<file path="src/rtl/otter_cu_pkg.sv">
// Shared types and ISA constants for the OTTER multicycle control unit.
`timescale 1ns/1ps
package otter_cu_pkg;

    typedef enum logic [2:0] {
        INIT  = 3'd0,
        FETCH = 3'd1,
        EXEC  = 3'd2,
        WB    = 3'd3,
        INTR  = 3'd4,
        FAULT = 3'd5
    } cu_state_t;

    localparam logic [6:0] OPC_LOAD   = 7'b0000011;
    localparam logic [6:0] OPC_STORE  = 7'b0100011;
    localparam logic [6:0] OPC_BRANCH = 7'b1100011;
    localparam logic [6:0] OPC_LUI    = 7'b0110111;
    localparam logic [6:0] OPC_AUIPC  = 7'b0010111;
    localparam logic [6:0] OPC_OP_IMM = 7'b0010011;
    localparam logic [6:0] OPC_OP     = 7'b0110011;
    localparam logic [6:0] OPC_JAL    = 7'b1101111;
    localparam logic [6:0] OPC_JALR   = 7'b1100111;
    localparam logic [6:0] OPC_SYS    = 7'b1110011;

    localparam logic [2:0] FUNCT_MRET = 3'b000;

endpackage

</file>
<file path="src/rtl/otter_wait_timer.sv">
// Memory-acknowledge watchdog: counts stalled cycles and flags the cycle in which the limit is hit.
`timescale 1ns/1ps
module otter_wait_timer #(
    parameter int unsigned MEM_TIMEOUT = 16
) (
    input  logic CLK,
    input  logic RST_N,
    input  logic clear,
    input  logic count_en,
    output logic expired
);

    generate
        if (MEM_TIMEOUT == 0) begin : g_disabled
            assign expired = 1'b0;
        end else begin : g_enabled
            localparam int unsigned W = $clog2(MEM_TIMEOUT + 1);
            localparam logic [W-1:0] LAST = W'(MEM_TIMEOUT - 1);

            logic [W-1:0] wait_cnt;

            always_ff @(posedge CLK or negedge RST_N) begin
                if (!RST_N) begin
                    wait_cnt <= '0;
                end else if (clear) begin
                    wait_cnt <= '0;
                end else if (count_en) begin
                    wait_cnt <= wait_cnt + W'(1);
                end
            end

            // Expires on the stalled cycle that would make the count reach the limit,
            // so an ACK in that cycle (count_en low) always wins.
            assign expired = count_en && (wait_cnt == LAST);
        end
    endgenerate

endmodule

</file>
<file path="src/rtl/otter_cu_fsm.sv">
// OTTER RV32I multicycle control sequencer: fetch / execute / writeback with
// interrupt entry at instruction boundaries and a sticky memory-timeout fault.
`timescale 1ns/1ps
module otter_cu_fsm
    import otter_cu_pkg::*;
#(
    parameter int unsigned MEM_TIMEOUT = 16,
    parameter int unsigned CNT_W       = 32
) (
    input  logic             CLK,
    input  logic             RST_N,
    input  logic [6:0]       IR_OPCODE,
    input  logic [2:0]       IR_FUNCT,
    input  logic             INTR,
    input  logic             CSR_MIE,
    input  logic             MEM_ACK,
    output logic             RST_OUT,
    output logic             PC_WE,
    output logic             RF_WE,
    output logic             MEM_RDEN1,
    output logic             MEM_RDEN2,
    output logic             MEM_WE2,
    output logic             CSR_WE,
    output logic             INT_TAKEN,
    output logic             MRET_EXEC,
    output logic             ILLEGAL_OP,
    output logic             MEM_FAULT,
    output logic [CNT_W-1:0] RET_CNT
);

    // state | meaning
    // INIT  | one-cycle RST_OUT to PC and register file after reset
    // FETCH | instruction read, waits for MEM_ACK
    // EXEC  | decode and issue; non-load instructions complete here
    // WB    | load data wait; completes on MEM_ACK
    // INTR  | interrupt entry, PC takes mtvec
    // FAULT | memory never acknowledged; left only through RST_N

    // The INTR port shadows the imported state name, so the state gets a local alias.
    localparam cu_state_t S_INTR = otter_cu_pkg::INTR;

    cu_state_t state;
    cu_state_t state_next;
    logic      intr_req;
    logic      retire;
    logic      wait_clear;
    logic      wait_count_en;
    logic      wait_expired;

    assign intr_req      = INTR & CSR_MIE;
    assign wait_count_en = ((state == FETCH) || (state == WB)) && !MEM_ACK;
    assign wait_clear    = (state_next != state);

    otter_wait_timer #(
        .MEM_TIMEOUT (MEM_TIMEOUT)
    ) u_wait_timer (
        .CLK      (CLK),
        .RST_N    (RST_N),
        .clear    (wait_clear),
        .count_en (wait_count_en),
        .expired  (wait_expired)
    );

    always_comb begin
        state_next = state;
        retire     = 1'b0;
        RST_OUT    = 1'b0;
        PC_WE      = 1'b0;
        RF_WE      = 1'b0;
        MEM_RDEN1  = 1'b0;
        MEM_RDEN2  = 1'b0;
        MEM_WE2    = 1'b0;
        CSR_WE     = 1'b0;
        INT_TAKEN  = 1'b0;
        MRET_EXEC  = 1'b0;
        ILLEGAL_OP = 1'b0;

        case (state)
            INIT: begin
                RST_OUT    = 1'b1;
                state_next = FETCH;
            end

            FETCH: begin
                MEM_RDEN1 = 1'b1;
                if (MEM_ACK) begin
                    state_next = EXEC;
                end else if (wait_expired) begin
                    state_next = FAULT;
                end
            end

            EXEC: begin
                PC_WE  = 1'b1;
                retire = 1'b1;
                case (IR_OPCODE)
                    OPC_LOAD: begin
                        MEM_RDEN2 = 1'b1;
                        PC_WE     = 1'b0;
                        retire    = 1'b0;
                    end
                    OPC_STORE:  MEM_WE2 = 1'b1;
                    OPC_BRANCH: begin
                    end
                    OPC_LUI, OPC_AUIPC, OPC_OP_IMM, OPC_OP, OPC_JAL, OPC_JALR: begin
                        RF_WE = 1'b1;
                    end
                    OPC_SYS: begin
                        if (IR_FUNCT == FUNCT_MRET) begin
                            MRET_EXEC = 1'b1;
                        end else begin
                            CSR_WE = 1'b1;
                            RF_WE  = 1'b1;
                        end
                    end
                    default: ILLEGAL_OP = 1'b1;
                endcase
                if (retire) begin
                    state_next = intr_req ? S_INTR : FETCH;
                end else begin
                    state_next = WB;
                end
            end

            WB: begin
                if (MEM_ACK) begin
                    RF_WE      = 1'b1;
                    PC_WE      = 1'b1;
                    retire     = 1'b1;
                    state_next = intr_req ? S_INTR : FETCH;
                end else if (wait_expired) begin
                    state_next = FAULT;
                end
            end

            S_INTR: begin
                INT_TAKEN  = 1'b1;
                PC_WE      = 1'b1;
                state_next = FETCH;
            end

            FAULT: begin
            end

            default: state_next = INIT;
        endcase
    end

    always_ff @(posedge CLK or negedge RST_N) begin
        if (!RST_N) begin
            state     <= INIT;
            RET_CNT   <= '0;
            MEM_FAULT <= 1'b0;
        end else begin
            state <= state_next;
            if (retire) begin
                RET_CNT <= RET_CNT + CNT_W'(1);
            end
            if (state_next == FAULT) begin
                MEM_FAULT <= 1'b1;
            end
        end
    end

endmodule

</file>
<file path="config.mk">
export PLATFORM = sky130hd
export DESIGN_NAME = otter_cu_fsm
export DESIGN_NICKNAME = d
export VERILOG_FILES = /design/src/rtl/otter_cu_pkg.sv /design/src/rtl/otter_wait_timer.sv /design/src/rtl/otter_cu_fsm.sv
export SDC_FILE = /design/constraint.sdc
export NUM_CORES = 1
export LEC_CHECK = 0
export ABC_AREA = 1
export BUFFER_PORTS_ARGS = -buffer_cell sky130_fd_sc_hd__buf_2
export CAP_MARGIN = 25
export CORE_MARGIN = 3
export CORE_UTILIZATION = 58
export CTS_BUF_LIST = sky130_fd_sc_hd__clkbuf_8
export CTS_CLUSTER_DIAMETER = 30
export DETAILED_ROUTE_END_ITERATION = 6
export PLACE_DENSITY = 0.84
export SYNTH_ARGS = -nofsm -noshare
export SYNTH_HDL_FRONTEND = slang
export SYNTH_SLANG_ARGS = --single-unit
</file>
<file path="constraint.sdc">
create_clock -name CLK -period 3.78 [get_ports CLK]
set_input_delay 0.189 -clock CLK [delete_from_list [all_inputs] [get_ports CLK]]
set_output_delay 0.189 -clock CLK [all_outputs]
set_load 0.01 [all_outputs]
</file>
==> results.yml, run 1 <==
floorplan:
  die_h_um: 74.3
  num_io_pins: 58
  die_w_um: 74.3
  fp-row-count: 24
  die_area_mm2: 0.00553
  start_util_pct: 61.0
  core-area_mm2: 0.00444
cells_and_area:
  n_fill_cell: 405
  synthToLayoutAreaGrowth_pct: 14.9
  nets: 466
  layout_commonest_cell: "nand2_1"
  post-route-util_pct: 70.0
  drive_above_1_share_pct: 18.5
  diodes: 0
  final_cell_mix: "nand2_1, buf_2, nor2_1"
clock_network:
  cts_made_buffers: 5
  path_clk_slew_ps: 80
  cts_hold_buffers: 0
  clk_latency_ps: 290
  ctsLongestPathBuffers: 2
  cts_resized: 0
  htreeDepth: 2
  cts_tree: "done"
  cts_sinks: 41
  postCtsSetupBuffers: 0
  clock-root-buffer: "clkbuf_8"
critical_path:
  critPathLaunchType: "register"
  critPathMaxFanout: 35
  critical_path.endpoint_type: "output pin"
  crit_path_cell_trace: "nor3_4 -> nand2_2 -> nand2_4 -> inv_2 -> o21ai_0 -> buf_2"
  worst-path-buf-inv: 2
  cpLargestDelayFamily: "simple AND/OR/NAND/NOR gates"
  crit_arrival_ps: 2050
  slowest_delay_ps: 510
  slowest_stage: "dfrtp_1"
  crit_type: "register to output pin"
  cp.required_ps: 3590
logic_synthesis:
  ys_async_sr_fraction_pct: 100
  synth.distinct_cells: 33
  syn_area_per_cell_um2: 6.98
  synth-seq-area-share_pct: 37.9
  synth_seq_cells: 41
  synth_cells: 388
  yosysWarnings: 0
  synth_nets: 406
  syn_area_mm2: 0.00271
  yosys_most_used_dff: "dfrtp_1"
  synth_edf_count: 0
timing:
  clock_skew_ps: 3.11
  finalSetupViolations: 0
  fin_ws_ps: 1540
  worstMarginPinSlew_ps: 894
  post-route-min-period_ps: 2240
  finalSetupTns_ps: 0
  max_freq_ghz: 0.447
  drv_slew: 0
  grt_setup_unrepaired: "no"
  whs_ps: 16.2
  final-hold-violation-count: 0
  relSlewSlack_pct: 40.4
  period_share_pct: 59.2
route:
  wl_per_cell_um: 12.9
  drt-pass1-iter-count: 4
  drc: 0
  dr.first_iter.drc_count: 181
  finalWirelength_um: 6440
  via_per_inst: 5.35
  postRouteAntennaNets: 0
  via_count: 2679
placement:
  pre_cts_slack_ps: 1870
  portBuffers: 57
  dp_hpwl_um: 5050
  gp_congestion: 0.929
flow_run:
  drv_cap: 0
pwr:
  leakage_nw: 1.62
  peakVddDrop_v: 0.000369
  power.density_mw_per_mm2: 464
worst_hold_path:
  min_path_type: "input port to async pin"
global_route:
  grt_pass1_wl_um: 10900
  grt_max_degree: 42
  grt_use_total_pct: 25.2
  grt_pass1_vias: 2408
  grt-ovfl-total: 0
  grt_antenna_before_repair: 0
status:
  status: "completed"
metal layers:
metal	vias up	GRT usage (%)	part of all wire, %
met5	-	0	0
met4	0	7.11	0.75
met2	83	40.1	47
met3	5	3.92	6.9
li1	1331	-	-
met1	1260	35.9	45
registers in the layout, indices dropped and copies added (netlist names):
name,cells
RET_CNT,32
u_wait_timer.g_enabled.wait_cnt,5
state,3
MEM_FAULT,1
stage by stage:
step / std cells / power [mW] / cell area [µm²]
global placement: 493 / 1.16 / 3030
finish: 501 / 1.44 / 3110
detailed placement: 493 / 1.17 / 3030
global route: 501 / 1.55 / 3110
floorplan: 388 / 1.01 / 2710
CTS: 501 / 1.45 / 3110
logic make-up (layout without fill, tap and decap cells):
logic type | after synthesis | count (layout) | share of synthesized area [%]
simple gates | 252 | 252 | 41.1
fa+ha+maj | 3 | 3 | 1.39
compound gates | 15 | 15 | 3.05
buf+inv | 48 | 109 | 7.20
flops | 41 | 41 | 37.9
mux | 1 | 1 | 0.370
xor+xnor | 28 | 28 | 9.05
where the power goes:
part	internal, mW	leakage [nW]	switching, mW
Combinational	0.184	1.05	0.391
Clock	0.125	0.0491	0.147
Sequential	0.504	0.520	0.0914
worst paths after layout:
check,slack (ps),start,cells after the start,endpoint
setup / recovery,1540,state[2]$_DFF_PN0_,6,PC_WE
hold reg to reg,460,MEM_FAULT$_DFFE_PN0N_,1,MEM_FAULT$_DFFE_PN0N_
max in group asynchronous,3210,RST_N,1,RET_CNT[25]$_DFFE_PN0P_
setup reg to reg,1990,state[2]$_DFF_PN0_,6,RET_CNT[16]$_DFFE_PN0P_
hold / removal,20,RST_N,1,RET_CNT[6]$_DFFE_PN0P_
min in group CLK,290,IR_OPCODE[5],4,state[1]$_DFF_PN0_
cell type report:
cell class,instances,area [µm²],area share (%)
Multi-Input combinational cell,299,1490,47.8
Inverter,44,165,5.31
Timing Repair Buffer,57,285,9.17
Clock inverter,3,13.8,0.442
Tap cell,52,65.1,2.09
Sequential cell,41,1030,33.0
Clock buffer,5,68.8,2.21
cell usage after synthesis (2+ instances only):
cell     number  area [µm²]
nand4_2       2        25.0
xnor2_1       9        78.8
ha_1          3        37.5
nand2_4       2        22.5
nand2_1     140         526
nor2_1       47         176
xor2_1       19         166
nand3_1      24         120
nand2_2       4        25.0
buf_2         3        15.0
nand4_1       5        31.3
nor3_2        2        20.0
dfrtp_1      41        1030
nor3_1       18        90.1
inv_1        40         150
inv_2         3        11.3
o21ai_0      10        50.1
No activity file was read; power rests on OpenSTA's default activity.
==> inputs of run 2 (changes only) <==
--- a/config.mk
+++ b/config.mk
@@ -9,11 +9,11 @@
 export BUFFER_PORTS_ARGS = -buffer_cell sky130_fd_sc_hd__buf_2
 export CAP_MARGIN = 25
 export CORE_MARGIN = 3
-export CORE_UTILIZATION = 58
+export CORE_UTILIZATION = 51
 export CTS_BUF_LIST = sky130_fd_sc_hd__clkbuf_8
 export CTS_CLUSTER_DIAMETER = 30
 export DETAILED_ROUTE_END_ITERATION = 6
-export PLACE_DENSITY = 0.84
+export PLACE_DENSITY = 0.78
 export SYNTH_ARGS = -nofsm -noshare
 export SYNTH_HDL_FRONTEND = slang
 export SYNTH_SLANG_ARGS = --single-unit
==> constraint.sdc (replaced) <==
create_clock -name CLK -period 1.98 [get_ports CLK]
set_input_delay 0.099 -clock CLK [delete_from_list [all_inputs] [get_ports CLK]]
set_output_delay 0.099 -clock CLK [all_outputs]
set_load 0.01 [all_outputs]
==> run 2 against run 1 <==
Setup slack got worse by 1400 ps. Sequential power rose by 92%. Final cell count rose by 4.2%. Cell area rose by 3.2%. Core utilization fell by 4.6 points. Clock skew rose by 5.0 ps. Power rose by 100%. Clock power rose by 140%. Hold slack improved by 160 ps. Count of clock-buffer cells in the layout did not move. Non-clock buffer count rose by 7. Critical path type unchanged.
==> results.yml, run 2 (same netlist as run 1, synthesis figures left out) <==
status:
  status: "completed"
placement:
  dp_hpwl_um: 5290
  postPlaceCellArea_mm2: 0.00308
  gp_congestion: 0.933
  portBuffers: 57
route:
  via_per_inst: 5.18
  postRouteAntennaNets: 0
  finalWirelength_um: 6650
  dr.first_iter.drc_count: 133
  via_count: 2705
  drc: 0
  wl_per_cell_um: 12.7
  drt-pass1-iter-count: 5
cells_and_area:
  diodes: 0
  top_regs: "RET_CNT (32), u_wait_timer.g_enabled.wait_cnt (5), state (3)"
  nets: 473
  layout_commonest_cell: "nand2_1"
  final_cell_mix: "nand2_1, buf_2, nor2_1"
  drive_above_1_share_pct: 20.0
  n_fill_cell: 429
  largest_register_ffs: 32
  top_register: "RET_CNT"
  design_area_mm2: 0.00321
  synthToLayoutAreaGrowth_pct: 18.5
critical_path:
  slowest_stage: "dfrtp_1"
  critPathMaxFanout: 7
  slowest_delay_ps: 500
  crit_path_cell_trace: "nor3_4 -> inv_1 -> or2_2 -> o211ai_1 -> buf_2"
  cp.required_ps: 1880
  reg2reg_depth: 9
  crit_arrival_ps: 1770
  critPathLaunchType: "register"
  critical_path.endpoint_type: "output pin"
  crit_type: "register to output pin"
worst_hold_path:
  min_path_type: "input port to async pin"
clock_network:
  ctsLongestPathBuffers: 2
  cts_tree: "done"
  cts_made_buffers: 5
  htreeDepth: 2
  cts_sinks: 41
  clk_latency_ps: 290
  clock-root-buffer: "clkbuf_8"
  path_clk_slew_ps: 80
timing:
  finalSetupViolations: 0
  max_freq_ghz: 0.534
  clock_skew_ps: 8.09
  relSlewSlack_pct: 77.6
  final-hold-violation-count: 0
  period_share_pct: 94.5
  finalSetupTns_ps: 0
  post-route-min-period_ps: 1870
  worstMarginPinSlew_ps: 334
  drv_slew: 0
global_route:
  grt_antenna_before_repair: 0
  grt_pass1_wl_um: 11600
  grt_max_degree: 25
  grt_use_total_pct: 23.2
  grt_pass1_vias: 2628
  grt-ovfl-total: 0
floorplan:
  start_util_pct: 55.2
  core-area_mm2: 0.00491
  fp-row-count: 25
  num_io_pins: 58
  die_area_mm2: 0.00622
  die_h_um: 78.9
  die_w_um: 78.9
pwr:
  peakVddDrop_v: 0.000902
  power.total_mw: 2.94
  power.density_mw_per_mm2: 915
  leakage_nw: 1.66
flow_run:
  drv_cap: 0
run 2: worst paths after layout:
path,from,slack [ps],end
setup / recovery,state[2]$_DFF_PN0_,110,RF_WE
hold / removal,RST_N,170,RET_CNT[4]$_DFFE_PN0P_
setup reg to reg,RET_CNT[0]$_DFFE_PN0P_,250,RET_CNT[30]$_DFFE_PN0P_
hold reg to reg,MEM_FAULT$_DFFE_PN0N_,470,MEM_FAULT$_DFFE_PN0N_
max in group asynchronous,RST_N,1300,state[0]$_DFF_PN0_
min in group CLK,IR_OPCODE[5],200,state[1]$_DFF_PN0_
run 2: layout make-up:
class	count	area [µm²]	area share (%)
Inverter	44	168	5.22
Clock inverter	2	35.0	1.09
Multi-Input combinational cell	299	1490	46.3
Sequential cell	41	1030	32.0
Timing Repair Buffer	64	340	10.6
Clock buffer	5	68.8	2.14
Tap cell	67	83.8	2.61
run 2: layer usage:
layer | wire length, µm | global-route usage [%]
met2 | 3260 | 40.8
met4 | 170 | 9.11
met1 | 2810 | 27.6
met5 | 0 | 0
met3 | 410 | 4.99
run 2: what timing repair did:
action / 4_1_cts / 5_1_grt
hold endpoints to repair: 41 / 0
gates resized for setup: 0 / 4
endpoints found under the setup margin: 0 / 3
buffers inserted: 0 / 2
hold buffers: 1 / 0
run 2: critical path: cells and delay by family, from the launching register on:
| family | cells | cell delay (ps) |
|---|---|---|
| buffers and inverters | 2 | 240 |
| and+or+nand+nor | 2 | 580 |
| DFF | 1 | 500 |
| AOI/OAI and AO/OA | 1 | 160 |
run 2: through the flow:
stage               hold WS, ps  std cells  setup slack [ps]  utilization (%)
CTS                         179        520              5.54             65.0
finish                      175        522               109             65.4
global route                183        522            -0.501             65.4
global placement          -49.6        512               263             62.7
detailed placement        -45.8        512               259             62.7
floorplan                  -197        388               429                -
run 2: power breakdown:
part / switching [mW] / total, mW / internal, mW / leakage, nW
Combinational: 0.767 / 1.16 / 0.390 / 1.09
Clock: 0.280 / 0.647 / 0.366 / 0.0540
Sequential: 0.172 / 1.14 / 0.964 / 0.520
Total: 1.22 / 2.94 / 1.72 / 1.66
==> inputs of run 3 (changes only) <==
--- a/config.mk
+++ b/config.mk
@@ -8,12 +8,15 @@
 export ABC_AREA = 1
 export BUFFER_PORTS_ARGS = -buffer_cell sky130_fd_sc_hd__buf_2
 export CAP_MARGIN = 25
+export CELL_PAD_IN_SITES_DETAIL_PLACEMENT = 1
+export CELL_PAD_IN_SITES_GLOBAL_PLACEMENT = 1
 export CORE_MARGIN = 3
-export CORE_UTILIZATION = 51
+export CORE_UTILIZATION = 36
 export CTS_BUF_LIST = sky130_fd_sc_hd__clkbuf_8
 export CTS_CLUSTER_DIAMETER = 30
 export DETAILED_ROUTE_END_ITERATION = 6
-export PLACE_DENSITY = 0.78
+export MAX_ROUTING_LAYER = met4
+export PLACE_DENSITY_LB_ADDON = 0.1
 export SYNTH_ARGS = -nofsm -noshare
 export SYNTH_HDL_FRONTEND = slang
 export SYNTH_SLANG_ARGS = --single-unit
==> run 3 against run 2 <==
First-iteration DRC count fell by 36%. Count of clock-buffer cells in the layout up 1. Setup slack gained 37 ps. Clock skew barely moved. Register-to-register slack worse by 70 ps. Clock power rose by 13%. Critical path depth increased by 2. Non-clock buffer count is 2 higher. Flip-flop and latch count stayed put. Critical endpoint is now PC_WE. Largest power group unchanged. Highest routed layer unchanged.
==> results.yml, run 3 (same netlist as run 1, synthesis figures left out) <==
status:
  status: "completed"
global_route:
  busiest_layer: "met2"
  grt_pass1_wl_um: 13900
  grt_use_met3_pct: 2.92
  grt_antenna_before_repair: 0
  grt_max_degree: 23
  grt_pass1_vias: 2786
  met1_usage_pct: 28.5
  use_met2_pct: 33.2
  grt_use_total_pct: 21.0
  grt-ovfl-total: 0
cells_and_area:
  diodes: 0
  seq_area_mm2: 0.00103
  multi_input_area_mm2: 0.00150
  synthToLayoutAreaGrowth_pct: 22.1
  drive_above_1_share_pct: 21.2
  top_register: "RET_CNT"
  n_fill_cell: 940
  finalNonFillerCells: 554
  layout_commonest_cell: "nand2_1"
  nets: 475
  largest_register_ffs: 32
  final_cell_mix: "nand2_1, buf_2, nor2_1"
  top_regs: "RET_CNT (32), u_wait_timer.g_enabled.wait_cnt (5), state (3)"
route:
  finalWirelength_um: 8220
  via_count: 2713
  drc: 0
  via_per_inst: 4.90
  dr.first_iter.drc_count: 85
  wl_per_cell_um: 14.8
  postRouteAntennaNets: 0
  drt-pass1-iter-count: 4
critical_path:
  crit_type: "register to output pin"
  critPathMaxFanout: 16
  critical_path.endpoint_type: "output pin"
  critPathLaunchType: "register"
  reg2reg_depth: 9
  crit_arrival_ps: 1730
  r2r_setup_slack_ps: 180
  worstSetupStartpoint: "state[2]$_DFF_PN0_"
  critPathCapture: "PC_WE"
  cp.required_ps: 1880
  r2r_start: "RET_CNT[0]$_DFFE_PN0P_"
  r2r_end: "RET_CNT[30]$_DFFE_PN0P_"
pwr:
  power.total_mw: 3.12
  leakage_nw: 1.68
  peakVddDrop_v: 0.000358
  power.density_mw_per_mm2: 942
clock_network:
  clock-root-buffer: "clkbuf_8"
  clk_latency_ps: 300
  path_clk_slew_ps: 90
  cts_tree: "done"
  htreeDepth: 2
  cts_sinks: 41
  cts_made_buffers: 5
  ctsLongestPathBuffers: 2
timing:
  clock_skew_ps: 7.59
  drv_slew: 0
  worstMarginPinSlew_ps: 553
  max_freq_ghz: 0.545
  period_share_pct: 92.6
  relSlewSlack_pct: 63.1
  whs_ps: 223
  post-route-min-period_ps: 1830
  final-hold-violation-count: 0
  finalSetupViolations: 0
  finalSetupTns_ps: 0
  fin_ws_ps: 146
placement:
  post-place-cells: 540
  dp_hpwl_um: 6510
  gp_congestion: 0.855
  pre_cts_slack_ps: 103
  portBuffers: 57
worst_hold_path:
  min_path_type: "input port to register"
floorplan:
  num_io_pins: 58
  core-area_mm2: 0.00706
  start_util_pct: 38.4
  die_area_mm2: 0.00860
  die_w_um: 92.7
  fp-row-count: 30
  die_h_um: 92.7
flow_run:
  drv_cap: 0
run 3: layout make-up:
cell class              count  area share [%]
inverters                  44            5.14
multi-input cells         299            45.4
clock buffers               6            2.50
flip-flops and latches     41            31.1
clock inverters             2            1.13
repair buffers             66            11.1
well taps                  96            3.63
run 3: repair_timing:
item	in CTS	in global routing
resized for setup	1	8
pin swaps	1	1
buffers inserted	2	3
hold buffers	1	0
hold endpoints to repair	19	0
setup endpoints to repair	1	9
run 3: worst max-delay path, stage by stage, from the launching register on:
cell and delay, ps:
dfrtp_2 460, nor3_4 220, buf_4 150, nand2_2 90
nand2_8 150, inv_4 100, o21ai_0 100, buf_2 170
run 3: stage by stage:
stage / utilization, % / cell area [µm²]
finish: 46.9 / 3310
global route: 46.9 / 3310
CTS: 46.4 / 3270
detailed placement: 44.2 / 3120
global placement: 44.2 / 3120
floorplan: - / 2710
run 3: how the worst min path moves through the flow:
stage / startpoint / endpoint / slack [ps] / cells after the start
after CTS: IR_OPCODE[5] / state[1]$_DFF_PN0_ / 200 / 4
after global placement: RST_N / state[2]$_DFF_PN0_ / 120 / 1
after global routing: IR_OPCODE[5] / state[1]$_DFF_PN0_ / 240 / 4
after floorplan: RST_N / MEM_FAULT$_DFFE_PN0N_ / -200 / 0
final: IR_OPCODE[5] / state[1]$_DFF_PN0_ / 220 / 4
after detailed placement: RST_N / state[1]$_DFF_PN0_ / 120 / 1
run 3: per-layer routing:
metal,part of all wire (%),wire length (µm),vias to the layer above
li1,-,-,1351
met1,49,4050,1302
met2,46,3750,53
met3,3.9,318,7
met4,1.3,110,0
met5,0,0,-
run 3: report_power, final:
part,total [mW],switching (mW),internal [mW]
logic,1.25,0.814,0.433
clock network,0.730,0.319,0.411
registers,1.14,0.174,0.966
total,3.12,1.31,1.81
